==> src/rtl/wb_result_select.sv <==
// Registered writeback result selector: takes one issued operation, waits for
// the selected functional unit's done pulse (or a timeout), then holds the
// tagged result under a valid/ready handshake until the register file takes it.
module wb_result_select #(
    parameter int unsigned DATA_W    = 16,
    parameter int unsigned NUM_UNITS = 4,
    parameter int unsigned SEL_W     = $clog2(NUM_UNITS),
    parameter int unsigned TAG_W     = 4,
    parameter int unsigned TIMEOUT   = 16
) (
    input  logic                        clk,
    input  logic                        rst,
    input  logic                        issue_valid,
    output logic                        issue_ready,
    input  logic [SEL_W-1:0]            issue_op,
    input  logic [TAG_W-1:0]            issue_tag,
    input  logic [NUM_UNITS*DATA_W-1:0] unit_res,
    input  logic [NUM_UNITS-1:0]        unit_done,
    output logic                        rd_valid,
    input  logic                        rd_ready,
    output logic [DATA_W-1:0]           rd_val,
    output logic [TAG_W-1:0]            rd_tag,
    output logic                        rd_err
);

    localparam int unsigned CNT_W = $clog2(TIMEOUT + 1);

    typedef enum logic [1:0] {
        S_IDLE = 2'd0,
        S_WAIT = 2'd1,
        S_HOLD = 2'd2
    } state_t;

    state_t             state_q, state_d;
    logic [SEL_W-1:0]   op_q, op_d;
    logic [TAG_W-1:0]   tag_q, tag_d;
    logic [CNT_W-1:0]   wait_cnt_q, wait_cnt_d;
    logic               rd_valid_q, rd_valid_d;
    logic [DATA_W-1:0]  rd_val_q, rd_val_d;
    logic [TAG_W-1:0]   rd_tag_q, rd_tag_d;
    logic               rd_err_q, rd_err_d;

    logic [SEL_W-1:0]   cur_op_c;
    logic [DATA_W-1:0]  sel_res_c;
    logic               sel_done_c;
    logic               op_legal_c;

    // Unit select: the issuing opcode in IDLE (fast path), the latched one otherwise.
    always_comb begin
        cur_op_c   = (state_q == S_IDLE) ? issue_op : op_q;
        sel_res_c  = '0;
        sel_done_c = 1'b0;
        for (int unsigned i = 0; i < NUM_UNITS; i++) begin
            if (cur_op_c == SEL_W'(i)) begin
                sel_res_c  = unit_res[i*DATA_W +: DATA_W];
                sel_done_c = unit_done[i];
            end
        end
        op_legal_c = (32'(cur_op_c) < NUM_UNITS);
    end

    // Next-state and result capture.
    always_comb begin
        state_d    = state_q;
        op_d       = op_q;
        tag_d      = tag_q;
        wait_cnt_d = wait_cnt_q;
        rd_valid_d = rd_valid_q;
        rd_val_d   = rd_val_q;
        rd_tag_d   = rd_tag_q;
        rd_err_d   = rd_err_q;

        case (state_q)
            S_IDLE: begin
                if (issue_valid) begin
                    op_d       = issue_op;
                    tag_d      = issue_tag;
                    wait_cnt_d = '0;
                    if (!op_legal_c) begin
                        state_d    = S_HOLD;
                        rd_valid_d = 1'b1;
                        rd_val_d   = '0;
                        rd_tag_d   = issue_tag;
                        rd_err_d   = 1'b1;
                    end else if (sel_done_c) begin
                        state_d    = S_HOLD;
                        rd_valid_d = 1'b1;
                        rd_val_d   = sel_res_c;
                        rd_tag_d   = issue_tag;
                        rd_err_d   = 1'b0;
                    end else begin
                        state_d    = S_WAIT;
                    end
                end
            end
            S_WAIT: begin
                // Done takes priority over the timeout in the same cycle.
                if (sel_done_c) begin
                    state_d    = S_HOLD;
                    rd_valid_d = 1'b1;
                    rd_val_d   = sel_res_c;
                    rd_tag_d   = tag_q;
                    rd_err_d   = 1'b0;
                end else if (wait_cnt_q == CNT_W'(TIMEOUT - 1)) begin
                    state_d    = S_HOLD;
                    rd_valid_d = 1'b1;
                    rd_val_d   = '0;
                    rd_tag_d   = tag_q;
                    rd_err_d   = 1'b1;
                end else begin
                    wait_cnt_d = wait_cnt_q + CNT_W'(1);
                end
            end
            S_HOLD: begin
                if (rd_ready) begin
                    state_d    = S_IDLE;
                    rd_valid_d = 1'b0;
                end
            end
            default: begin
                state_d    = S_IDLE;
                rd_valid_d = 1'b0;
            end
        endcase
    end

    // State and output registers; reset aborts any operation in flight.
    always_ff @(posedge clk or posedge rst) begin
        if (rst) begin
            state_q    <= S_IDLE;
            op_q       <= '0;
            tag_q      <= '0;
            wait_cnt_q <= '0;
            rd_valid_q <= 1'b0;
            rd_val_q   <= '0;
            rd_tag_q   <= '0;
            rd_err_q   <= 1'b0;
        end else begin
            state_q    <= state_d;
            op_q       <= op_d;
            tag_q      <= tag_d;
            wait_cnt_q <= wait_cnt_d;
            rd_valid_q <= rd_valid_d;
            rd_val_q   <= rd_val_d;
            rd_tag_q   <= rd_tag_d;
            rd_err_q   <= rd_err_d;
        end
    end

    assign issue_ready = (state_q == S_IDLE);
    assign rd_valid    = rd_valid_q;
    assign rd_val      = rd_val_q;
    assign rd_tag      = rd_tag_q;
    assign rd_err      = rd_err_q;

endmodule

==> config.mk <==
export PLATFORM = sky130hd
export DESIGN_NAME = wb_result_select
export DESIGN_NICKNAME = d
export VERILOG_FILES = /design/src/rtl/wb_result_select.sv
export SDC_FILE = /design/constraint.sdc
export NUM_CORES = 1
export LEC_CHECK = 0
export ABC_AREA = 1
export ABC_CLOCK_PERIOD_IN_PS = 2600
export BUFFER_PORTS_ARGS = -buffer_cell sky130_fd_sc_hd__buf_4
export CORE_ASPECT_RATIO = 1.4
export CORE_MARGIN = 5
export CORE_UTILIZATION = 35
export DETAILED_ROUTE_END_ITERATION = 16
export GPL_ROUTABILITY_DRIVEN = 0
export SETUP_SLACK_MARGIN = 0.2
export SLEW_MARGIN = 15
export SYNTH_ARGS = -nofsm -noshare
export SYNTH_HDL_FRONTEND = slang
export SYNTH_SLANG_ARGS = --single-unit
export TNS_END_PERCENT = 30
==> constraint.sdc <==
create_clock -name clk -period 2.6 [get_ports clk]
set_input_delay 0.52 -clock clk [delete_from_list [all_inputs] [get_ports clk]]
set_output_delay 0.52 -clock clk [all_outputs]
set_load 0.05 [all_outputs]
### Word level (Yosys, flattened, before mapping)

Index checks and enable logic that the tools add are counted.

* register bits: 35
* latch bits: 0
* memory bits (writable): 0
* bits in read-only memories: 0
* input port bits: 78
* output and inout port bits: 23
* logic and storage cells: 68
* memories kept: 0

* add/subtract/negate cells: 1
* multipliers: 0
* div/mod/pow operators: 0
* order comparisons: 0
* equality and inequality tests: 12
* shifts and indexed selects: 0
* muxes and demuxes: 39
* bitwise gates (word level): 0
* reductions and logical operators: 8

Operators by type and width (number)
* 2-to-1 mux 16 bit: 8
* case mux 16 bit (2 select lines): 1
* 2-to-1 mux 4 bit: 4
* 2-to-1 mux 5 bit: 3
* 2-to-1 mux 1 bit: 12
* 2-to-1 mux 2 bit: 6
* AND reduction 4 bit: 3
* case mux 5 bit (2 select lines): 1
* inequality test 2 bit (second input constant): 4
* case mux 4 bit (2 select lines): 1
* == test 2 bit (second input constant): 3
* case mux 2 bit (3 select lines): 1
* adder 5 x 1 -> 5 bit (second input constant): 1
* == test 5 x 4 -> 1 bit (second input constant): 1
* == test 2 x 1 -> 1 bit (second input constant): 2
* logical NOT 2 bit: 2
* inequality test 3 bit (second input constant): 1
* case mux 1 bit (3 select lines): 1
* AND reduction 3 bit: 1
* inequality test 2 x 1 -> 1 bit (second input constant): 1
* case mux 1 bit (2 select lines): 1
* AND reduction 2 bit: 1
* nonzero test 2 bit: 1

### Depth between registers and ports, before layout

Gate-level depths: netlist (run 1).

* word-level depth: 10
* gate-level depth with buffers: 13
* mapped depth without buffers: 13

### Worst setup path before layout (run 1)

OpenSTA, ideal clock, no wires.

* path type: register to register
* start point: register state_q[1]
* end point: register rd_val_q[0] (netlist: rd_val[0])
* library setup time: 0.118 ns
* data arrival time: 1.938 ns
* data required time: 2.482 ns
* setup slack: 0.544 ns
* stages on the path, launching flop included: 11
* buffers on the path: 1
* clock period less this slack: 2.056 ns
* cells stage by stage: dfrtp_1 nor2_4 nand2_1 nand2_2 nand2_2 or2_1 nand2_4 nand3_4 buf_2 nand4_1 nand2_1

* longest elaborated chain between the ends: 10
* elaborated cells on any way between the ends: 24
* those cells by class: 7 x eq/ne; 13 x mux; 4 x reduce/logical

Ends and longest elaborated chain
* start, declared: line 34 `state_t state_q, state_d;`
* start signal, assigned: line 139 `state_q <= state_d;`
* logical NOT 2 bit *
* named net issue_ready: line 14 `output logic issue_ready,`
* 2-to-1 mux 2 bit: line 50 `cur_op_c = (state_q == S_IDLE) ? issue_op : op_q;`
* logical NOT 2 bit: line 54 `if (cur_op_c == SEL_W'(i)) begin`
* 2-to-1 mux 16 bit (4 in series): line 54
* 2-to-1 mux 16 bit: line 85 `end else if (sel_done_c) begin`
* 2-to-1 mux 16 bit: line 75 `if (issue_valid) begin`
* case mux 16 bit (2 select lines): line 73 `case (state_q)`
* end signal, assigned: line 144 `rd_val_q <= rd_val_d;`
* end, declared: line 39 `logic [DATA_W-1:0] rd_val_q, rd_val_d;`

The timed path passes the listed nets; every way through them passes the cells marked *. The select of a mux whose other input is x is not followed.
A chain may end at the register's enable or synchronous reset.

### Worst setup path in the final report (run 1)

* start point: register state_q[1]
* end point: register rd_val_q[5] (netlist: rd_val[5])

* longest elaborated chain between the ends: 10
* elaborated cells on any way between the ends: 24
* those cells by class: 7 x eq/ne; 13 x mux; 4 x reduce/logical

Ends and longest elaborated chain (line)
* logical NOT 2 bit: 50, 73
* 2-to-1 mux 2 bit: 50
* logical NOT 2 bit: 54
* 2-to-1 mux 16 bit (4 in series): 54
* 2-to-1 mux 16 bit: 85
* 2-to-1 mux 16 bit: 75
* case mux 16 bit (2 select lines): 73

Several ways; a longest one is shown, not always the timed one. The select of a mux whose other input is x is not followed.

==> results of run 1 <==
==> worst min-delay path by stage <==
stage / startpoint / slack [ns] / depth (start not counted) / to
floorplan: tag_q[2] / 0.45 / 2 / tag_q[2]
global placement: rd_tag[3] / 0.47 / 2 / rd_tag[3]
detailed placement: rd_tag[3] / 0.46 / 2 / rd_tag[3]
CTS: rst / 0.35 / 3 / rd_val[7]
global route: rst / 0.37 / 3 / rd_val[7]
finish: rst / 0.33 / 3 / rd_val[7]
==> layout make-up <==
cell class | instances | area (um^2) | area share
well taps | 74 | 92.6 | 0.0282
clock buffers | 7 | 76.3 | 0.0233
repair buffers | 110 | 826 | 0.252
multi-input cells | 266 | 1330 | 0.405
flip-flops and latches | 35 | 876 | 0.267
inverters | 20 | 75.1 | 0.0229
clock inverters | 1 | 5.00 | 0.00153
==> synth_stat cells <==
cell,number
nor2_1,9
nand3b_1,7
nand2_4,1
or2_1,1
nand3_1,41
inv_2,3
o21ai_1,2
dfrtp_1,35
clkbuf_1,11
a21oi_1,18
xor2_1,1
ha_1,2
nor2_2,1
o21ai_0,24
nor2_4,1
nand4_1,21
nand2_1,111
buf_6,2
buf_2,8
or2_2,15
nand3_4,2
nand2_2,7
inv_1,17
==> metal layers <==
| metal | share of wire | vias to the layer above | routed length [um] | global-route usage |
|---|---|---|---|---|
| met5 | 0 | - | 0 | 0 |
| met4 | 0.016 | 0 | 119 | 0.0565 |
| met3 | 0.060 | 8 | 448 | 0.0328 |
| met2 | 0.50 | 81 | 3730 | 0.290 |
| met1 | 0.43 | 1175 | 3180 | 0.214 |
| li1 | - | 1324 | - | - |
==> sequential cells by signal, summed over array words and instances (netlist names) <==
signal	cells
rd_tag	4
wait_cnt_q	5
rd_val	16
rd_err	1
state_q	2
op_q	2
rd_valid	1
tag_q	4
==> kinds of logic (layout without fill, tap and decap cells) <==
kind of cell / count (synthesis) / in the layout / share of synthesized area
and+or+nand+nor: 217 / 219 / 0.445
DFF: 35 / 35 / 0.372
buffers and inverters: 41 / 138 / 0.0759
xor gates and xnor gates: 1 / 1 / 0.00372
AOI/OAI and AO/OA: 44 / 44 / 0.0935
adders and majority gates: 2 / 2 / 0.0106
==> per-stage QoR <==
step / util / std cells / instance area, um^2
6_report: 0.499 / 513 / 3280
3_5_place_dp: 0.482 / 502 / 3170
4_1_cts: 0.494 / 510 / 3250
2_1_floorplan: - / 340 / 2360
3_3_place_gp: 0.482 / 502 / 3170
5_1_grt: 0.499 / 513 / 3280
==> power groups by stage <==
stage	sequential [mW]	combinational (mW)	clock, mW
after floorplan	1.42	1.54	0
after global placement	0.927	2.76	0
after detailed placement	0.924	2.80	0
after CTS	0.919	2.81	0.394
after global routing	0.945	3.13	0.413
final	0.915	2.83	0.382
==> tightest hold or removal path, cell delays in order <==
cell and delay (ns):
buf_4 0.11, inv_1 0.04, buf_4 0.39
==> what timing repair did <==
| item | CTS | global route |
|---|---|---|
| endpoints found under the setup margin | 0 | 28 |
| gates resized for setup | 0 | 1 |
| buffers inserted | 0 | 1 |
==> reports/qor.csv, run 1 <==
stage;metric;value;unit
clocking;cts_buffers;5;
power;switchingPower;2.27;mW
synthesis;ys_seq_elements;35;
final_layout;fillers;677;
final_layout;final_cell_mix;nand2_1 (111), buf_4 (110), nand3_1 (41);
route;dr.pass1.iters;4;
synthesis;synth_cells;340;
synthesis;synth_cell_types;23;
route;postRouteWirelength;7.49;mm
route;dr.first_iter.drc_count;101;
critical_path;critPathLaunch;state_q[1];
sta;fmaxAchievable;460;MHz
sta;finClkSkew;0.00715;ns
sta;setup-violations-final;0;
critical_path;worst_path_max_delay_cell;dfrtp_1;
critical_path;worst_path_largest_cell_delay;0.46;ns
sta;min_period;2.17;ns
critical_path;crit_fanout;20;
grt;antenna_found_initial;0;
grt;grt_use_total;0.170;
critical_path;end_kind;flop;
clocking;cts-htree-levels;2;
power;p_seq_frac;0.222;
floorplan;die_area;8500;um^2
critical_path;crit_chain;nor2_4, nand2_1, nand2_2, nand2_2, or2_1, nand2_4, nand2_4, buf_4, nand4_1, nand2_1;
sta;hold_viol_final;0;
critical_path;reg2reg_to;rd_val[5];
sta;rsz0062_at_grt;no;
sta;slew_violations;0;
sta;fin_hold_ws;0.330;ns
power;p_int;1.86;mW
final_layout;syn_to_final_growth;39.2;%
synthesis;synth_top_area_share;0.372;
synthesis;synthesis.area;2360;um^2
final_layout;diodes;0;
synthesis;syn-num-nets;420;
critical_path;r2r_cells;10;
power;power_leakage;1.73;nW
synthesis;yosysTopAreaCell;dfrtp_1;
final_layout;final_layout_size_suffix_gt1_frac;0.339;
synthesis;avgSynthCellArea;6.93;um^2
route;drc;0;
power;swShare;0.550;
floorplan;fp-row-count;35;
run_status;run_status;finished clean;
route;wl_per_cell;14.6;um
critical_path;rrSetupSlack;0.43;ns
floorplan;die_w;79.3;um
critical_path;path_class;reg2reg;
clocking;hold_buffers;0;
sta;worst_pin_slew;0.524;ns
sta;fin_ws;0.427;ns
route;vias;2588;
final_layout;nets;518;
clocking;cts_sinks;35;
power;clkPwrFrac;0.093;
grt;grt_pass1_vias;2395;
grt;grt_max_degree;36;
critical_path;cp.arrival;2.35;ns
sta;max-slew-margin-rel;0.651;
clocking;worstSkewPairLatency;0.29;ns
sta;final.period_utilization;0.836;
synthesis;synthTopCellsByArea;dfrtp_1 (37%), nand2_1 (18%), nand3_1 (8.7%);
floorplan;die_height;107;um
place;dp_hpwl;5.68;mm
job;cap_violations;0;
critical_path;crit_family;simple AND/OR/NAND/NOR gates;
clocking;cts_tree;yes;
final_layout;layout_commonest_cell;nand2_1;
critical_path;cp_num_buf_inv;1;
grt;overflow;0;
critical_path;r2r_start;state_q[1];
clocking;cts_root_buf;clkbuf_8;
sta;setup_tns;0;ns
power;comb_power_share;0.685;
floorplan;ios;101;
critical_path;crit_required;2.77;ns
critical_path;cp.depth;10;
place;post-place-ws;0.302;ns
clocking;cts_buffer_depth;2;
synthesis;ys_seq_area_frac;0.372;
route;postRouteAntennaNets;0;
power;power;4.12;mW
clocking;path_clk_slew;0.07;ns
floorplan;initial_core_util;0.359;
place;portBuffers;100;
grt;grt_pass1_wl;11.5;mm
critical_path;worstSetupEndpoint;rd_val[5];
critical_path;start_kind;flop;
power;pwr_density_cell;1260;nW/um^2
route;avgViaCountPerCell;5.04;
worst_hold_path;hold_class;in2async;
power;peakVddDrop;0.000498;V
synthesis;ys_warn_count;0;
floorplan;core;6570;um^2
Note: power is estimated with default switching activity, not from simulation.
==> run 2: changes to the inputs <==
--- a/config.mk
+++ b/config.mk
@@ -6,7 +6,7 @@
 export NUM_CORES = 1
 export LEC_CHECK = 0
 export ABC_AREA = 1
-export ABC_CLOCK_PERIOD_IN_PS = 2600
+export ABC_CLOCK_PERIOD_IN_PS = 2000
 export BUFFER_PORTS_ARGS = -buffer_cell sky130_fd_sc_hd__buf_4
 export CORE_ASPECT_RATIO = 1.4
 export CORE_MARGIN = 5
==> constraint.sdc (replaced) <==
create_clock -name clk -period 2 [get_ports clk]
set_input_delay 0.4 -clock clk [delete_from_list [all_inputs] [get_ports clk]]
set_output_delay 0.4 -clock clk [all_outputs]
set_load 0.05 [all_outputs]
==> run 2 against run 1 <==
Count of clock-buffer cells in the layout increased by 1. Design area increased by 7.9%. Non-clock buffer count increased by 13. Flip-flop and latch count unchanged. Global-route usage decreased by 0.27 points. Clock power increased by 47%. Critical endpoint is now rd_val[13]. Largest power group unchanged.
==> reports/qor.csv, run 2 (same netlist as run 1, synthesis figures left out) <==
stage;metric;value;unit;change
clocking;cts_sinks;35;;unchanged
grt;grt_use_total;0.168;;was 0.170
job;cap_violations;0;;unchanged
grt;grt_pass1_wl;11.5;mm;about the same
critical_path;crit_fanout;8;;was 20
route;postRouteAntennaNets;0;;unchanged
floorplan;die_area;8500;um^2;unchanged
worst_hold_path;hold_class;in2async;;unchanged
sta;final.period_utilization;0.930;;was 0.836
critical_path;end_kind;flop;;unchanged
run_status;run_status;finished clean;;unchanged
critical_path;crit_required;2.18;ns;was 2.77 ns
floorplan;die_height;107;um;unchanged
place;post-place-ws;0.0746;ns;was 0.302 ns
sta;slew_violations;0;;unchanged
grt;grt_pass1_vias;2426;;was 2395
final_layout;nets;533;;was 518
route;dr.max_layer_used;met4;;unchanged
route;met1_length;3.11;mm;was 3.18 mm
power;pwr_density_cell;1680;nW/um^2;was 1260 nW/um^2
sta;max-slew-margin-rel;0.610;;was 0.651
clocking;cts_root_buf;clkbuf_8;;unchanged
critical_path;worst_path_largest_cell_delay;0.45;ns;was 0.46 ns
critical_path;cp_common_cell;nand2_2;;
floorplan;core;6570;um^2;unchanged
floorplan;ios;101;;unchanged
final_layout;fillers;658;;was 677
route;dr.first_iter.drc_count;102;;was 101
sta;fmaxAchievable;538;MHz;was 460 MHz
route;dr.pass1.iters;4;;unchanged
grt;antenna_found_initial;0;;unchanged
clocking;cts_buffer_depth;2;;unchanged
sta;rsz0062_at_grt;yes;;was no
sta;fin_ws;0.140;ns;was 0.427 ns
critical_path;cp.arrival;2.04;ns;was 2.35 ns
clocking;hold_buffers;0;;unchanged
clocking;cts_tree;yes;;unchanged
power;power_leakage;1.83;nW;was 1.73 nW
final_layout;largest_reg_flops;16;;unchanged
route;postRouteWirelength;7.73;mm;was 7.49 mm
final_layout;final_layout_size_suffix_gt1_frac;0.390;;was 0.339
critical_path;worst_path_max_delay_cell;dfrtp_2;;was dfrtp_1
place;portBuffers;100;;unchanged
final_layout;ff_latch_area;878;um^2;was 876 um^2
floorplan;fp-row-count;35;;unchanged
sta;worst_pin_slew;0.585;ns;was 0.524 ns
route;drc;0;;unchanged
critical_path;rrSetupSlack;0.14;ns;was 0.43 ns
final_layout;multiInputGateArea;1430;um^2;was 1330 um^2
place;dp_hpwl;5.61;mm;was 5.68 mm
final_layout;diodes;0;;unchanged
sta;hold_viol_final;0;;unchanged
final_layout;final_cell_mix;buf_4 (119), nand2_1 (107), nand3_1 (41);;was nand2_1 (111), buf_4 (110), nand3_1 (41)
power;peakVddDrop;0.000805;V;was 0.000498 V
critical_path;path_class;reg2reg;;unchanged
route;avgViaCountPerCell;5.12;;was 5.04
clocking;cts-htree-levels;2;;unchanged
critical_path;start_kind;flop;;unchanged
final_layout;layout_commonest_cell;buf_4;;was nand2_1
route;wl_per_cell;14.6;um;about the same
floorplan;die_w;79.3;um;unchanged
sta;finClkSkew;0.00540;ns;was 0.00715 ns
sta;min_period;1.86;ns;was 2.17 ns
place;postPlaceCellArea;3230;um^2;was 3170 um^2
floorplan;initial_core_util;0.359;;unchanged
sta;setup-violations-final;0;;unchanged
critical_path;crit_chain;nor2_4, nand2_2, nand2_4, nand2_2, or2_4, nand2_8, nand3_4, clkbuf_16, nand4_1, nand2_1;;was nor2_4, nand2_1, nand2_2, nand2_2, or2_1, nand2_4, nand2_4, buf_4, nand4_1, nand2_1
grt;grt_max_degree;36;;unchanged
grt;overflow;0;;unchanged
clocking;worstSkewPairLatency;0.28;ns;was 0.29 ns
route;routed-wl-met3;483;um;was 448 um
route;vias;2701;;was 2588
final_layout;design_area;3540;um^2;was 3280 um^2
route;met2_length;4.02;mm;was 3.73 mm
power;power;5.94;mW;was 4.12 mW
clocking;cts_buffers;5;;unchanged
clocking;path_clk_slew;0.07;ns;about the same
final_layout;syn_to_final_growth;50.3;%;was 39.2%
[run 2: changes by cell type in the layout (fill, tap and decap cells not counted), sizes merged]
cell    change
nand3       +2
buf        +12
clkbuf      +2
clkinv      -1
[run 2: path summary, 6_finish.rpt]
kind,from,end,cells after the start
max,state_q[1],rd_val[13],10
min,rst,rd_val[5],3
max reg2reg,state_q[1],rd_val[13],10
min reg2reg,rd_tag[1],rd_tag[1],2
max in group asynchronous,rst,state_q[0],3
min in group clk,issue_tag[0],tag_q[0],3
[run 2: worst max-delay path: cells and delay by family (launching register included)]
family | cells | cell delay [ns]
and+or+nand+nor | 9 | 1.08
buffers and inverters | 1 | 0.21
DFF | 1 | 0.45
[run 2: metal layers]
layer  vias up  global-route usage
met2        95               0.293
met1      1235               0.208
li1       1361                   -
met3        10              0.0328
met4         0              0.0442
met5         -                   0
[run 2: per-stage QoR]
| step | utilization | std cells | hold WS (ns) | TNS [ns] |
|---|---|---|---|---|
| after floorplan | - | 340 | 0.453 | -0.869 |
| after global placement | 0.491 | 508 | 0.461 | 0 |
| after detailed placement | 0.491 | 508 | 0.464 | 0 |
| after CTS | 0.515 | 520 | 0.235 | 0 |
| after global routing | 0.539 | 528 | 0.255 | 0 |
| final | 0.539 | 528 | 0.225 | 0 |
[run 2: what timing repair did]
action	in CTS	in global routing
setup endpoints to repair	26	29
resized for setup	4	17
pin swaps	2	11
gates cloned	1	4
setup buffers	3	4
[run 2: power by group]
part | internal, mW | switching (mW) | leakage [nW]
sequential | 1.00 | 0.191 | 0.442
clock | 0.314 | 0.247 | 0.0515
combinational | 1.47 | 2.72 | 1.33
total | 2.79 | 3.15 | 1.83
[run 2: area by class of cell]
class | instances | area share
Multi-Input combinational cell | 268 | 0.404
Timing Repair Buffer | 123 | 0.272
Sequential cell | 35 | 0.248
Clock buffer | 8 | 0.0283
Tap cell | 74 | 0.0261
Inverter | 20 | 0.0212
==> run 3: changes to the inputs <==
--- a/config.mk
+++ b/config.mk
@@ -6,13 +6,14 @@
 export NUM_CORES = 1
 export LEC_CHECK = 0
 export ABC_AREA = 1
-export ABC_CLOCK_PERIOD_IN_PS = 2000
+export ABC_CLOCK_PERIOD_IN_PS = 2400
 export BUFFER_PORTS_ARGS = -buffer_cell sky130_fd_sc_hd__buf_4
 export CORE_ASPECT_RATIO = 1.4
 export CORE_MARGIN = 5
 export CORE_UTILIZATION = 35
 export DETAILED_ROUTE_END_ITERATION = 16
 export GPL_ROUTABILITY_DRIVEN = 0
+export MAX_ROUTING_LAYER = met4
 export SETUP_SLACK_MARGIN = 0.2
 export SLEW_MARGIN = 15
 export SYNTH_ARGS = -nofsm -noshare
==> constraint.sdc (replaced) <==
create_clock -name clk -period 2.4 [get_ports clk]
set_input_delay 0.48 -clock clk [delete_from_list [all_inputs] [get_ports clk]]
set_output_delay 0.48 -clock clk [all_outputs]
set_load 0.05 [all_outputs]
==> run 3 against run 2 <==
Fmax down 7.9%. Global-route usage up 0.28 points. Clock power down 2%.
==> reports/qor.csv, run 3 (same netlist as run 1, synthesis figures left out) <==
stage;metric;value;unit;change
route;vias;2541;;was 2701
place;portBuffers;100;;unchanged
grt;grt_use_total;0.170;;was 0.168
critical_path;worst_path_largest_cell_delay;0.47;ns;was 0.45 ns
place;postPlaceCellArea;3170;um^2;was 3230 um^2
critical_path;start_kind;flop;;unchanged
critical_path;crit_required;2.56;ns;was 2.18 ns
critical_path;worst_path_max_delay_cell;dfrtp_1;;was dfrtp_2
route;postRouteWirelength;7.36;mm;was 7.73 mm
place;dp_hpwl;5.45;mm;was 5.61 mm
sta;max-slew-margin-rel;0.640;;was 0.610
critical_path;crit_chain;nor2_4, nand2_1, nand2_2, nand2_2, or2_1, nand2_4, nand3_4, nand2_2, inv_2, nand2_1, o21ai_1;;was nor2_4, nand2_2, nand2_4, nand2_2, or2_4, nand2_8, nand3_4, clkbuf_16, nand4_1, nand2_1
sta;final.period_utilization;0.841;;was 0.930
final_layout;design_area;3380;um^2;was 3540 um^2
grt;grt_pass1_vias;2371;;was 2426
route;wl_per_cell;14.2;um;was 14.6 um
grt;grt_pass1_wl;11.4;mm;was 11.5 mm
sta;slew_violations;0;;unchanged
final_layout;final_cell_mix;buf_4 (113), nand2_1 (111), nand3_1 (41);;was buf_4 (119), nand2_1 (107), nand3_1 (41)
grt;overflow;0;;unchanged
route;dr.first_iter.drc_count;99;;was 102
critical_path;end_kind;flop;;unchanged
job;cap_violations;0;;unchanged
floorplan;initial_core_util;0.359;;unchanged
sta;setup-violations-final;0;;unchanged
final_layout;layout_commonest_cell;buf_4;;unchanged
grt;antenna_found_initial;0;;unchanged
final_layout;nets;523;;was 533
final_layout;final_layout_size_suffix_gt1_frac;0.351;;was 0.390
critical_path;path_class;reg2reg;;unchanged
clocking;worstSkewPairLatency;0.28;ns;about the same
power;power_leakage;1.78;nW;was 1.83 nW
final_layout;syn_to_final_growth;43.4;%;was 50.3%
sta;rsz0062_at_grt;no;;was yes
power;peakVddDrop;0.000662;V;was 0.000805 V
sta;hold_viol_final;0;;unchanged
clocking;cts-htree-levels;2;;unchanged
final_layout;largest_reg_flops;16;;unchanged
route;postRouteAntennaNets;0;;unchanged
sta;setup_tns;0;ns;unchanged
floorplan;die_height;107;um;unchanged
sta;worst_pin_slew;0.541;ns;was 0.585 ns
grt;grt_max_degree;36;;unchanged
route;avgViaCountPerCell;4.91;;was 5.12
critical_path;crit_family;simple AND/OR/NAND/NOR gates;;unchanged
floorplan;fp-row-count;35;;unchanged
critical_path;cp.arrival;2.18;ns;was 2.04 ns
sta;fmaxAchievable;495;MHz;was 538 MHz
power;pwr_density_cell;1400;nW/um^2;was 1680 nW/um^2
worst_hold_path;hold_class;in2async;;unchanged
run_status;run_status;finished clean;;unchanged
power;power;4.72;mW;was 5.94 mW
sta;finClkSkew;0.0101;ns;was 0.00540 ns
sta;min_period;2.02;ns;was 1.86 ns
clocking;cts_root_buf;clkbuf_8;;unchanged
floorplan;die_w;79.3;um;unchanged
clocking;path_clk_slew;0.08;ns;was 0.07 ns
route;drc;0;;unchanged
sta;fin_ws;0.382;ns;was 0.140 ns
clocking;cts_sinks;35;;unchanged
floorplan;core;6570;um^2;unchanged
clocking;hold_buffers;0;;unchanged
clocking;cts_buffer_depth;2;;unchanged
route;dr.pass1.iters;4;;unchanged
critical_path;cp_common_cell;nand2_2;;unchanged
floorplan;die_area;8500;um^2;unchanged
final_layout;diodes;0;;unchanged
place;post-place-ws;0.219;ns;was 0.0746 ns
clocking;cts_buffers;5;;unchanged
clocking;cts_tree;yes;;unchanged
critical_path;cp_num_buf_inv;1;;unchanged
floorplan;ios;101;;unchanged
critical_path;crit_fanout;8;;unchanged
sta;fin_hold_ws;0.285;ns;was 0.225 ns
run 3: changes by cell type in the layout (fill, tap and decap cells not counted), sizes merged:
| cell | before | now |
|---|---|---|
| nand2 | 119 | 120 |
| bufinv | 0 | 1 |
| nand3 | 47 | 45 |
| clkinv | 0 | 1 |
| clkbuf | 9 | 6 |
| buf | 122 | 114 |
run 3: timing repair:
action	in CTS	in global routing
setup endpoints to repair	0	28
setup buffers	0	4
gates resized for setup	0	3
run 3: final timing paths:
kind,end,from,cells past startpoint,slack (ns)
worst max-delay path,wait_cnt_q[2],state_q[1],11,0.38
worst min-delay path,rd_val[7],rst,3,0.28
worst max register to register,wait_cnt_q[2],state_q[1],11,0.38
worst min register to register,rd_tag[1],rd_tag[1],2,0.47
max in group asynchronous,wait_cnt_q[3],rst,3,1.79
min in group clk,tag_q[0],issue_tag[0],3,0.41
run 3: layer usage:
layer,share of wire,up-vias,track usage
li1,-,1337,-
met1,0.41,1115,0.211
met2,0.50,83,0.284
met3,0.074,6,0.0319
met4,0.0096,0,0.0479
met5,0,-,-
run 3: layout make-up:
cell class / instances / area, um^2
clock buffer: 6 / 82.6
clock inverter: 2 / 35.0
fill: 662 / 3190
inverter: 20 / 75.1
multi-input combinational: 267 / 1350
sequential: 35 / 876
tap: 74 / 92.6
timing repair buffer: 114 / 868
run 3: stage by stage:
step,cells,utilization
floorplan,340,-
global route,518,0.514
finish,518,0.514
detailed placement,503,0.483
global placement,503,0.483
CTS,511,0.501
run 3: power by group:
group / internal [mW] / switching, mW / total [mW]
sequential: 0.834 / 0.152 / 0.986
combinational: 1.05 / 2.13 / 3.18
clock: 0.336 / 0.213 / 0.549
run 3: tightest hold or removal path: stages:
cell and delay (ns):
buf_4 0.10, inv_1 0.04, buf_4 0.38
